==> src/rtl/fsk_pkg.sv <==
// Shared types and default constants for the FSK transmit frame controller.
// No logic, no latency.
// No flow control of its own.
package fsk_pkg;

    typedef enum logic [2:0] {
        IDLE     = 3'd0,
        PREAMBLE = 3'd1,
        SYNC     = 3'd2,
        LENGTH   = 3'd3,
        PAYLOAD  = 3'd4,
        TAIL     = 3'd5
    } fsk_state_t;

    localparam int unsigned BIT_CYCLES_100K   = 500;
    localparam int unsigned PREAMBLE_BITS_DEF = 16;
    localparam int unsigned TAIL_BITS_DEF     = 4;
    localparam logic [7:0]  SYNC_WORD_DEF     = 8'hD3;

    // Sent in place of a payload byte that had not arrived by its boundary.
    localparam logic [7:0]  UNDERRUN_BYTE     = 8'h00;

endpackage

==> src/rtl/fsk_bit_timer.sv <==
// Bit-period counter: counts 0..BIT_CYCLES-1 and flags the last count as tick.
// tick is combinational from the count register; count wraps on the tick edge.
// No backpressure; clr dominates en.
module fsk_bit_timer #(
    parameter int unsigned BIT_CYCLES = 500
) (
    input  logic sys_clk,
    input  logic sys_rst_n,
    input  logic clr,
    input  logic en,
    output logic tick
);

    localparam int unsigned   CW   = (BIT_CYCLES > 1) ? $clog2(BIT_CYCLES) : 1;
    localparam logic [CW-1:0] LAST = CW'(BIT_CYCLES - 1);

    logic [CW-1:0] cnt;

    assign tick = en && (cnt == LAST);

    always_ff @(posedge sys_clk or negedge sys_rst_n) begin
        if (!sys_rst_n) begin
            cnt <= '0;
        end else if (clr) begin
            cnt <= '0;
        end else if (en) begin
            cnt <= tick ? '0 : cnt + CW'(1);
        end
    end

endmodule

==> src/rtl/fsk_frame_ctrl.sv <==
// FSK transmit sequencer: preamble, sync, length, payload, tail, one bit per BIT_CYCLES.
// First bit appears the edge start is sampled; each later bit loads on a timer tick.
// One-byte prefetch buffer; a byte missing at its boundary is replaced by 00 and flagged.
module fsk_frame_ctrl
    import fsk_pkg::*;
#(
    parameter int unsigned BIT_CYCLES    = BIT_CYCLES_100K,
    parameter int unsigned PREAMBLE_BITS = PREAMBLE_BITS_DEF,
    parameter logic [7:0]  SYNC_WORD     = SYNC_WORD_DEF,
    parameter int unsigned TAIL_BITS     = TAIL_BITS_DEF
) (
    input  logic       sys_clk,
    input  logic       sys_rst_n,
    input  logic       start,
    input  logic [7:0] len,
    input  logic       abort,
    input  logic [7:0] tx_data,
    input  logic       tx_valid,
    output logic       tx_ready,
    output logic       fsk_bit,
    output logic       fsk_en,
    output logic       busy,
    output logic       done,
    output logic       underrun
);

    localparam logic [15:0] PRE_LAST  = 16'(PREAMBLE_BITS - 1);
    localparam logic [15:0] TAIL_LAST = 16'(TAIL_BITS - 1);

    fsk_state_t state;
    logic [15:0] phase_cnt;
    logic [2:0]  bit_idx;
    logic [7:0]  shreg;
    logic [7:0]  len_q;
    logic [7:0]  bytes_acc;
    logic [7:0]  bytes_sent;
    logic [7:0]  buf_dat;
    logic        buf_full;

    logic        tick;
    logic        timer_clr;
    logic        timer_en;
    logic        in_byte_state;
    logic        payload_left;
    logic        boundary;
    logic        xfer;
    logic [7:0]  next_byte;
    logic [8:0]  acc_sum;
    logic [7:0]  acc_next;

    assign timer_clr = (state == IDLE) || abort;
    assign timer_en  = (state != IDLE);

    fsk_bit_timer #(
        .BIT_CYCLES (BIT_CYCLES)
    ) u_bit_timer (
        .sys_clk   (sys_clk),
        .sys_rst_n (sys_rst_n),
        .clr       (timer_clr),
        .en        (timer_en),
        .tick      (tick)
    );

    assign in_byte_state = (state == SYNC) || (state == LENGTH) || (state == PAYLOAD);
    assign tx_ready      = !buf_full && in_byte_state && (bytes_acc < len_q);
    assign xfer          = tx_valid && tx_ready;

    assign payload_left  = (bytes_sent != len_q);
    assign boundary      = tick && ((state == LENGTH) || (state == PAYLOAD))
                           && (bit_idx == 3'd7) && payload_left;
    assign next_byte     = buf_full ? buf_dat : UNDERRUN_BYTE;

    // A substituted byte consumes a slot, so the count saturates at len.
    assign acc_sum  = {1'b0, bytes_acc} + 9'(xfer) + 9'(boundary && !buf_full);
    assign acc_next = (acc_sum > {1'b0, len_q}) ? len_q : acc_sum[7:0];

    always_ff @(posedge sys_clk or negedge sys_rst_n) begin
        if (!sys_rst_n) begin
            state      <= IDLE;
            phase_cnt  <= '0;
            bit_idx    <= '0;
            shreg      <= '0;
            len_q      <= '0;
            bytes_acc  <= '0;
            bytes_sent <= '0;
            buf_dat    <= '0;
            buf_full   <= 1'b0;
            fsk_bit    <= 1'b0;
            fsk_en     <= 1'b0;
            busy       <= 1'b0;
            done       <= 1'b0;
            underrun   <= 1'b0;
        end else begin
            done     <= 1'b0;
            underrun <= 1'b0;
            if (state == IDLE) begin
                if (start) begin
                    state      <= PREAMBLE;
                    fsk_en     <= 1'b1;
                    busy       <= 1'b1;
                    fsk_bit    <= 1'b1;
                    phase_cnt  <= '0;
                    len_q      <= len;
                    bytes_acc  <= '0;
                    bytes_sent <= '0;
                    buf_full   <= 1'b0;
                end
            end else if (abort) begin
                state    <= IDLE;
                fsk_en   <= 1'b0;
                busy     <= 1'b0;
                fsk_bit  <= 1'b0;
                buf_full <= 1'b0;
            end else begin
                bytes_acc <= acc_next;
                if (xfer) begin
                    buf_dat  <= tx_data;
                    buf_full <= 1'b1;
                end
                if (tick) begin
                    case (state)
                        PREAMBLE: begin
                            if (phase_cnt == PRE_LAST) begin
                                state   <= SYNC;
                                fsk_bit <= SYNC_WORD[7];
                                shreg   <= {SYNC_WORD[6:0], 1'b0};
                                bit_idx <= '0;
                            end else begin
                                phase_cnt <= phase_cnt + 16'd1;
                                fsk_bit   <= ~fsk_bit;
                            end
                        end
                        SYNC, LENGTH, PAYLOAD: begin
                            if (bit_idx != 3'd7) begin
                                fsk_bit <= shreg[7];
                                shreg   <= {shreg[6:0], 1'b0};
                                bit_idx <= bit_idx + 3'd1;
                            end else if (state == SYNC) begin
                                state   <= LENGTH;
                                fsk_bit <= len_q[7];
                                shreg   <= {len_q[6:0], 1'b0};
                                bit_idx <= '0;
                            end else if (payload_left) begin
                                state      <= PAYLOAD;
                                fsk_bit    <= next_byte[7];
                                shreg      <= {next_byte[6:0], 1'b0};
                                bit_idx    <= '0;
                                bytes_sent <= bytes_sent + 8'd1;
                                if (buf_full) begin
                                    buf_full <= 1'b0;
                                end else begin
                                    underrun <= 1'b1;
                                end
                            end else begin
                                state     <= TAIL;
                                fsk_bit   <= 1'b0;
                                phase_cnt <= '0;
                            end
                        end
                        TAIL: begin
                            if (phase_cnt == TAIL_LAST) begin
                                state    <= IDLE;
                                fsk_en   <= 1'b0;
                                busy     <= 1'b0;
                                fsk_bit  <= 1'b0;
                                done     <= 1'b1;
                                buf_full <= 1'b0;
                            end else begin
                                phase_cnt <= phase_cnt + 16'd1;
                            end
                        end
                        default: state <= IDLE;
                    endcase
                end
            end
        end
    end

endmodule

==> config.mk <==
export PLATFORM = sky130hd
export DESIGN_NAME = fsk_frame_ctrl
export DESIGN_NICKNAME = d
export VERILOG_FILES = /design/src/rtl/fsk_pkg.sv /design/src/rtl/fsk_bit_timer.sv /design/src/rtl/fsk_frame_ctrl.sv
export SDC_FILE = /design/constraint.sdc
export NUM_CORES = 1
export LEC_CHECK = 0
export CORE_MARGIN = 3
export CORE_UTILIZATION = 63
export CTS_BUF_LIST = sky130_fd_sc_hd__clkbuf_2 sky130_fd_sc_hd__clkbuf_4 sky130_fd_sc_hd__clkbuf_8
export CTS_CLUSTER_DIAMETER = 100
export DETAILED_ROUTE_END_ITERATION = 12
export HOLD_SLACK_MARGIN = 0.15
export PLACE_DENSITY = 0.9
export SYNTH_ARGS = -nofsm -noshare
export SYNTH_HDL_FRONTEND = slang
export SYNTH_HIERARCHICAL = 1
export SYNTH_SLANG_ARGS = --single-unit
==> constraint.sdc <==
create_clock -name sys_clk -period 6.7 [get_ports sys_clk]
set_input_delay 2.01 -clock sys_clk [delete_from_list [all_inputs] [get_ports sys_clk]]
set_output_delay 2.01 -clock sys_clk [all_outputs]
set_load 0.02 [all_outputs]
==> metrics.cfg, run 1 <==
[run_status]
status=completed

[timing]
timing.hold.ws_ns=0.5137
period_minus_slack_ns=5.615
slew_headroom=0.3298
setup_viol=0
post-route-period-util=0.8381
clock.fmax_mhz=178.1
drv_slew=0
fin_skew_ns=0.008678
hold_violations=0
tightest_slew_ns=0.9962
timing.setup.tns_ns=0
rsz0062_at_grt=false

[finish]
nets=596
fillers=521
fin_area_mm2=0.005489
utilization=0.7332
syn_to_final_growth_pct=9.675
drive_gt1_frac=0.1111
diodes=0
regArea_mm2=0.001877
multi_input_area_mm2=0.002864

[synthesis]
ys.warnings.count=6
synth_edf_count=0
synthCells=545
seq_area_frac_synth=0.3750
ys_ff_latch=75
syn_avg_cell_area_um2=9.183
synth_area_mm2=0.005005
synth_cell_types=80
synth_async_sr_flop_share=1.000
ys.flop_type=dfrtp_1
syn_nets=588

[floorplan]
initial_utilization=0.6686
rows=31
design.core.area_mm2=0.007486
dieArea_mm2=0.009050
chipHeight_um=95.13
dieWidth_um=95.13
ios=27

[global_routing]
grt_pass1_wl_um=19530
met1_usage=0.3915
grt_pass1_vias=3990
grt_overflow=0
met3_usage=0.05051
grt_max_degree=76
met2_usage=0.4315
busiest_layer=met2
grt.total_usage=0.2760
antenna_found_initial=0

[worst_setup_path]
r2r_slack_ns=1.08
startpoint_type=flop
cp_max_fo=20
crit_required_ns=6.90
crit_type=flop to flop
crit_buf_inv=2
worstPathCellList=nor3_1, inv_1, and2_1, nand3_1, nor2_2, nand2_1, nor3_1, fa_1, ha_1, nand3_1, nor3_2, xnor2_1, ha_1, and3_1, or3b_2, o211ai_1, buf_4, and2_1, o311ai_0
arrival_ns=5.81
critPathSlowestCell=dfrtp_1
critPathCaptureType=flop
critPathTopFamily=simple AND/OR/NAND/NOR gates
cpPeakStageDelay_ns=0.71

[power]
total_power_mw=1.931
powerDensity_mw_per_mm2=351.8
vdd_drop_max_mv=0.2014
power_leakage_nw=2.274

[routing]
route.detailed.drc=0
drtPass1Iterations=5
wire_per_inst_um=17.63
drtIter0Drc=408
antenna_left=0
wl_um=11590
vias=4296
avgViaCountPerCell=6.539

[clocking]
post_cts_buffers=0
clockBufferDepth=2
clock_latency_ns=0.34
htreeDepth=3
cts_buffers=9
root_buffer=clkbuf_8
cts_sinks=75
cts_hold_buffers=0
post_cts_resized=0
cts_tree=done
clk_pin_slew_ns=0.08

[placed_design]
placed_area_mm2=0.005254
io_buffers=26
gp_congestion=0.9176
dp_hpwl_um=8274

[flow_run]
drv_cap=0

[hold_path]
hp-class=flop to flop

-- cell usage in the layout, fill, tap and decap left out, types with 3 or more instances in the layout --
master           instances
a211o_1                  4
a211oi_1                 6
a21o_1                   5
a21oi_1                 27
a311oi_1                 3
a31oi_1                  9
and2_1                   7
and3_1                   6
buf_4                    5
clkbuf_8                11
clkdlybuf4s50_1         25
dfrtp_1                 75
ha_1                    21
inv_1                   26
mux2_2                  11
nand2_1                 55
nand2b_1                 7
nand3_1                 29
nand4_1                 13
nand4b_1                 3
nor2_1                  34
nor2b_1                  3
nor3_1                  11
nor4_1                   6
o211ai_1                 3
o21ai_0                 22
o21ai_1                  5
o221ai_1                 7
o22a_1                   5
o31ai_1                 20
o31ai_2                  4
o31ai_4                  4
o32ai_1                  3
or3_1                   10
xnor2_1                  5
xor2_1                  13
-- worst paths after layout --
path / from / to / depth (start not counted)
min in group asynchronous: sys_rst_n / bytes_sent[3] / 1
max reg2reg: state[0] / bytes_acc[7] / 19
min: shreg[1] / shreg[1] / 1
min reg2reg: shreg[1] / shreg[1] / 1
max: state[0] / bytes_acc[7] / 19
max in group asynchronous: sys_rst_n / bit_idx[0] / 1
-- stage by stage --
| stage | setup slack [ns] | instances |
|---|---|---|
| floorplan | 1.918 | 545 |
| CTS | 1.196 | 657 |
| global placement | 1.305 | 641 |
| detailed placement | 1.190 | 641 |
| finish | 1.085 | 657 |
| global route | 0.6626 | 657 |
-- layout make-up --
type,instances,share of cell area
well taps,99,0.02257
multi-input cells,410,0.5218
repair buffers,30,0.05243
flip-flops and latches,75,0.3419
clock inverters,5,0.01527
inverters,27,0.01846
clock buffers,11,0.02758
-- cell families after synthesis --
kind of cell             share of synthesized area
AO/OA/AOI/OAI                               0.2345
multiplexers                               0.02675
XOR/XNOR                                   0.03150
adder cells (fa/ha/maj)                    0.05650
AND/OR/NAND/NOR                             0.2230
buffers and inverters                      0.05274
flip-flops                                  0.3750
-- synthesized netlist by cell type (6+ instances only) --
master,count,area share
nor2_1,34,0.025
o31ai_1,20,0.030
nor4_1,6,0.0075
inv_1,26,0.019
ha_1,21,0.052
xor2_1,13,0.023
and3_1,6,0.0075
nand2b_1,7,0.0087
clkbuf_1,18,0.013
buf_2,9,0.0090
nor3_1,11,0.011
nand3_1,29,0.029
a211oi_1,6,0.0090
mux2_2,11,0.025
nand4_1,13,0.016
and2_1,7,0.0087
o221ai_1,7,0.012
o21ai_0,22,0.022
or3_1,10,0.013
a31oi_1,9,0.011
nand2_1,55,0.041
a21oi_1,27,0.027
dfrtp_1,75,0.38
-- flip-flops by register name, summed over array words and instances, names as in the netlist --
| signal | flops |
|---|---|
| phase_cnt | 16 |
| u_bit_timer/cnt | 9 |
| buf_dat | 8 |
| bytes_acc | 8 |
| bytes_sent | 8 |
| len_q | 8 |
| shreg | 7 |
| bit_idx | 3 |
| state | 3 |
| buf_full | 1 |
| busy | 1 |
| done | 1 |
| fsk_bit | 1 |
| underrun | 1 |
-- routing by layer --
| layer | part of all wire | vias to the layer above |
|---|---|---|
| met5 | 0 | - |
| li1 | - | 2032 |
| met4 | 0.018 | 0 |
| met3 | 0.079 | 24 |
| met1 | 0.44 | 2054 |
| met2 | 0.46 | 186 |
-- power breakdown --
group / leakage [nW] / total, mW / internal, mW / switching (mW)
registers: 0.989 / 0.685 / 0.544 / 0.141
logic: 1.17 / 0.848 / 0.322 / 0.527
clock network: 0.112 / 0.398 / 0.231 / 0.167
Power figures use the tool's default switching activity.
==> inputs of run 2 (changes only) <==
==> constraint.sdc (replaced) <==
create_clock -name sys_clk -period 5.3 [get_ports sys_clk]
set_input_delay 1.59 -clock sys_clk [delete_from_list [all_inputs] [get_ports sys_clk]]
set_output_delay 1.59 -clock sys_clk [all_outputs]
set_load 0.02 [all_outputs]
==> metrics.cfg, run 2 (synthesis results as in run 1) <==
[run_status]
status=completed

[clocking]
post_cts_buffers=0
clk_pin_slew_ns=0.08
cts_sinks=75
post_cts_resized=0
htreeDepth=3
clock_latency_ns=0.35
cts_hold_buffers=0
root_buffer=clkbuf_8
cts_buffers=9
clockBufferDepth=2
cts_tree=done

[routing]
wl_um=12010
drtPass1Iterations=9
wire_per_inst_um=18.11
drtIter0Drc=539
avgViaCountPerCell=6.640
route.detailed.drc=0
vias=4402
antenna_left=0

[timing]
drv_slew=0
setup_viol=0
clock.fmax_mhz=213.0
tightest_slew_ns=1.020
fin_skew_ns=0.008092
rsz0062_at_grt=false
slew_headroom=0.3140
timing.hold.ws_ns=0.5079
hold_violations=0
timing.setup.tns_ns=0
period_minus_slack_ns=4.696
post-route-period-util=0.8860

[finish]
regArea_mm2=0.001877
fin_area_mm2=0.005487
regMostFlops=phase_cnt
nets=602
final_cell_mix=dfrtp_1 (75), nand2_1 (55), nor2_1 (34)
multi_input_area_mm2=0.002864
largest_reg_flops=16
drive_gt1_frac=0.1206
diodes=0
layout_commonest_cell=dfrtp_1
fillers=550
syn_to_final_growth_pct=9.625
top_regs=phase_cnt: 16 flops, u_bit_timer/cnt: 9 flops

[power]
vdd_drop_max_mv=0.2187
power_leakage_nw=2.279
pwr-share-clk=0.175
p_comb_frac=0.467
p_sw_frac=0.4515
seqPwrFrac=0.358
p_int_mw=1.311
switchingPower_mw=1.079
total_power_mw=2.390
powerDensity_mw_per_mm2=435.6

[worst_setup_path]
cp_max_fo=19
rr_endpoint=bytes_acc[3]
reg2regPathDepth=19
worstPathCellList=nor3_1, inv_1, and2_1, nand3_1, nor2_2, nand2_1, nor3_1, fa_1, ha_1, nand3_1, nor3_2, xnor2_1, ha_1, and3_1, or3b_2, o211ai_1, buf_4, a41oi_1, o221ai_1
r2r_slack_ns=0.60
startpoint_type=flop
crit_path_end=bytes_acc[3]
cpPeakStageDelay_ns=0.68
crit_required_ns=5.55
arrival_ns=4.95
critPathCaptureType=flop
timing.rr.start=state[1]
critPathSlowestCell=dfrtp_1
crit_type=flop to flop
crit_start=state[1]

[global_routing]
grt_max_degree=76
grt_pass1_vias=4109
grt_overflow=0
antenna_found_initial=0
grt.total_usage=0.2846
grt_pass1_wl_um=20340

[hold_path]
hp-class=flop to flop

[floorplan]
dieArea_mm2=0.009050
design.core.area_mm2=0.007486
initial_utilization=0.6686
chipHeight_um=95.13
ios=27
rows=31
dieWidth_um=95.13

[placed_design]
gp_congestion=0.9434
dp_hpwl_um=8577
io_buffers=26
placed_area_mm2=0.005299

[flow_run]
drv_cap=0

[run 2: area by class of cell]
type | instances | share of cell area
multi-input combinational | 410 | 0.5220
clock buffer | 11 | 0.02759
timing repair buffer | 36 | 0.06066
tap | 99 | 0.02258
inverter | 27 | 0.01847
clock inverter | 5 | 0.006613
sequential | 75 | 0.3421
[run 2: worst max-delay path, delay by kind of cell, from the launching register on]
family | cells | cell delay [ns]
XOR/XNOR | 1 | 0.11
buffers and inverters | 2 | 0.33
adder cells (fa/ha/maj) | 3 | 0.82
AND/OR/NAND/NOR | 10 | 2.14
flip-flops | 1 | 0.68
AO/OA/AOI/OAI | 3 | 0.52
[run 2: metrics by stage]
stage / util / setup WS, ns / std cells
2_1_floorplan: - / 0.6300 / 545
3_3_place_gp: 0.7078 / 0.4612 / 647
3_5_place_dp: 0.7078 / 0.3348 / 647
4_1_cts: 0.7329 / 0.6479 / 663
5_1_grt: 0.7329 / 0.2026 / 663
6_report: 0.7329 / 0.6044 / 663
[run 2: power groups by stage]
stage	Clock (mW)	Combinational [mW]	Sequential, mW
2_1_floorplan	0	0.855	0.791
3_3_place_gp	0	1.05	0.853
3_5_place_dp	0	1.09	0.862
4_1_cts	0.421	1.10	0.850
5_1_grt	0.454	1.24	0.871
6_report	0.419	1.12	0.856
[run 2: worst min path at each step]
stage                           to  cells past startpoint  slack, ns      from
after global placement    shreg[1]                      1       0.48  shreg[1]
after CTS                 shreg[1]                      1       0.50  shreg[1]
after global routing      shreg[1]                      1       0.53  shreg[1]
after detailed placement  shreg[1]                      1       0.48  shreg[1]
after floorplan           shreg[1]                      1       0.46  shreg[1]
final                     shreg[1]                      1       0.51  shreg[1]
[run 2: per-layer routing]
layer	vias up	wire length [um]	part of all wire	track usage
li1	2045	-	-	-
met1	2120	5362	0.45	0.4116
met2	207	5507	0.46	0.4367
met3	30	891	0.074	0.04578
met4	0	246	0.020	0.09135
met5	-	0	0	0
==> inputs of run 3 (changes only) <==
--- a/config.mk
+++ b/config.mk
@@ -5,13 +5,14 @@
 export SDC_FILE = /design/constraint.sdc
 export NUM_CORES = 1
 export LEC_CHECK = 0
+export ABC_AREA = 0
 export CORE_MARGIN = 3
-export CORE_UTILIZATION = 63
+export CORE_UTILIZATION = 57
 export CTS_BUF_LIST = sky130_fd_sc_hd__clkbuf_2 sky130_fd_sc_hd__clkbuf_4 sky130_fd_sc_hd__clkbuf_8
 export CTS_CLUSTER_DIAMETER = 100
 export DETAILED_ROUTE_END_ITERATION = 12
 export HOLD_SLACK_MARGIN = 0.15
-export PLACE_DENSITY = 0.9
+export PLACE_DENSITY = 0.86
 export SYNTH_ARGS = -nofsm -noshare
 export SYNTH_HDL_FRONTEND = slang
 export SYNTH_HIERARCHICAL = 1
==> constraint.sdc (replaced) <==
create_clock -name sys_clk -period 4.3 [get_ports sys_clk]
set_input_delay 1.29 -clock sys_clk [delete_from_list [all_inputs] [get_ports sys_clk]]
set_output_delay 1.29 -clock sys_clk [all_outputs]
set_load 0.02 [all_outputs]
==> metrics.cfg, run 3 (synthesis results as in run 1) <==
[clocking]
clk_pin_slew_ns=0.09
root_buffer=clkbuf_8
clockBufferDepth=2
clock_latency_ns=0.36
cts_buffers=9
cts_sinks=75
cts_tree=done
htreeDepth=3
cts_hold_buffers=0

[worst_setup_path]
critPathSlowestCell=dfrtp_1
cp_max_fo=7
r2r_slack_ns=0.19
cpPeakStageDelay_ns=0.48
crit_type=flop to flop
critPathCaptureType=flop
crit_top_cell=ha_1
startpoint_type=flop
worstPathCellList=inv_1, ha_1, nand4_1, nand2_1, a211o_1, a21oi_2, and2_1, fa_1, ha_1, nand3_2, nor3_2, xnor2_1, ha_1, and3_1, or3b_2, o211ai_1, buf_4, a41oi_1, o221ai_1
arrival_ns=4.40
crit_required_ns=4.58

[floorplan]
ios=27
rows=33
initial_utilization=0.5971
chipHeight_um=99.71
dieArea_mm2=0.009941
design.core.area_mm2=0.008382
dieWidth_um=99.71

[placed_design]
gp_congestion=0.8738
pre_cts_ws_ns=-0.1378
dp_hpwl_um=9264
dp.cells=673
io_buffers=26

[timing]
clock.fmax_mhz=243.1
setup_viol=0
timing.setup.tns_ns=0
fin_skew_ns=0.01457
drv_slew=0
post-route-period-util=0.9568
setup_slack_ns=0.1858
hold_violations=0
period_minus_slack_ns=4.114
slew_headroom=0.1986
tightest_slew_ns=1.191

[run_status]
status=completed

[flow_run]
drv_cap=0

[global_routing]
grt.total_usage=0.2658
grt_pass1_vias=4327
grt_overflow=0
grt_pass1_wl_um=21210
antenna_found_initial=0
grt_max_degree=76

[finish]
regMostFlops=phase_cnt
diodes=0
drive_gt1_frac=0.1704
final_cell_mix=dfrtp_1 (74), nand2_1 (55), nor2_1 (34)
layout_commonest_cell=dfrtp_1
syn_to_final_growth_pct=15.20
largest_reg_flops=16
multi_input_area_mm2=0.002913
top_regs=phase_cnt: 16 flops, u_bit_timer/cnt: 9 flops
regArea_mm2=0.001878
fillers=637
nets=625
fin_cells=692
utilization=0.6879

[power]
switchingPower_mw=1.417
p_int_mw=1.829
p_comb_frac=0.490
powerDensity_mw_per_mm2=563.0
vdd_drop_max_mv=0.3025
seqPwrFrac=0.313
power_leakage_nw=2.422
pwr-share-clk=0.197
p_sw_frac=0.4364
total_power_mw=3.246

[routing]
avgViaCountPerCell=6.526
wl_um=12830
vias=4516
drtPass1Iterations=5
antenna_left=0
route.detailed.drc=0
wire_per_inst_um=18.54
drtIter0Drc=418

[hold_path]
hp-class=flop to flop

run 3: power by group through the flow:
stage | logic (mW) | clock network [mW] | registers, mW
after floorplan | 1.08 | 0 | 0.975
after global placement | 1.45 | 0 | 1.02
after detailed placement | 1.51 | 0 | 1.02
after CTS | 1.51 | 0.645 | 1.01
after global routing | 1.74 | 0.679 | 1.04
final | 1.59 | 0.640 | 1.02
run 3: layout make-up:
type	instances	area share
inverter	27	0.01758
timing repair buffer	59	0.08832
clock buffer	10	0.02387
sequential	75	0.3257
clock inverter	6	0.01649
tap	105	0.02279
multi-input combinational	410	0.5052
run 3: final timing paths:
path,from,to,depth (start not counted)
min in group asynchronous,sys_rst_n,bytes_sent[4],1
worst min register to register,buf_dat[4],buf_dat[4],1
worst min-delay path,buf_dat[4],buf_dat[4],1
max in group asynchronous,sys_rst_n,bytes_acc[2],1
worst max-delay path,len_q[4],bytes_acc[3],19
worst max register to register,len_q[4],bytes_acc[3],19
run 3: routing by layer:
layer  GRT usage  vias up  part of all wire
li1            -     2089                 -
met1      0.3687     2225              0.44
met2      0.4243      175              0.48
met3     0.05119       27             0.065
met4     0.07668        0             0.017
met5           0        -                 0
run 3: critical path: cells and delay by family, from the launching register on:
family	cells	cell delay [ns]
XOR/XNOR	1	0.09
adder cells (fa/ha/maj)	4	0.89
flip-flops	1	0.48
buffers and inverters	2	0.37
AO/OA/AOI/OAI	5	0.96
AND/OR/NAND/NOR	7	1.25
run 3: metrics by stage:
stage / hold WS [ns] / area [um^2]
6_report: 0.5172 / 5766
5_1_grt: 0.5295 / 5766
4_1_cts: 0.5156 / 5714
3_3_place_gp: 0.4736 / 5482
2_1_floorplan: 0.4610 / 5035
3_5_place_dp: 0.4965 / 5482
run 3: what timing repair did:
action,CTS,global route
setup buffers,0,2
endpoints found under the hold margin,0,0
gates resized for setup,0,9
endpoints found under the setup margin,0,8
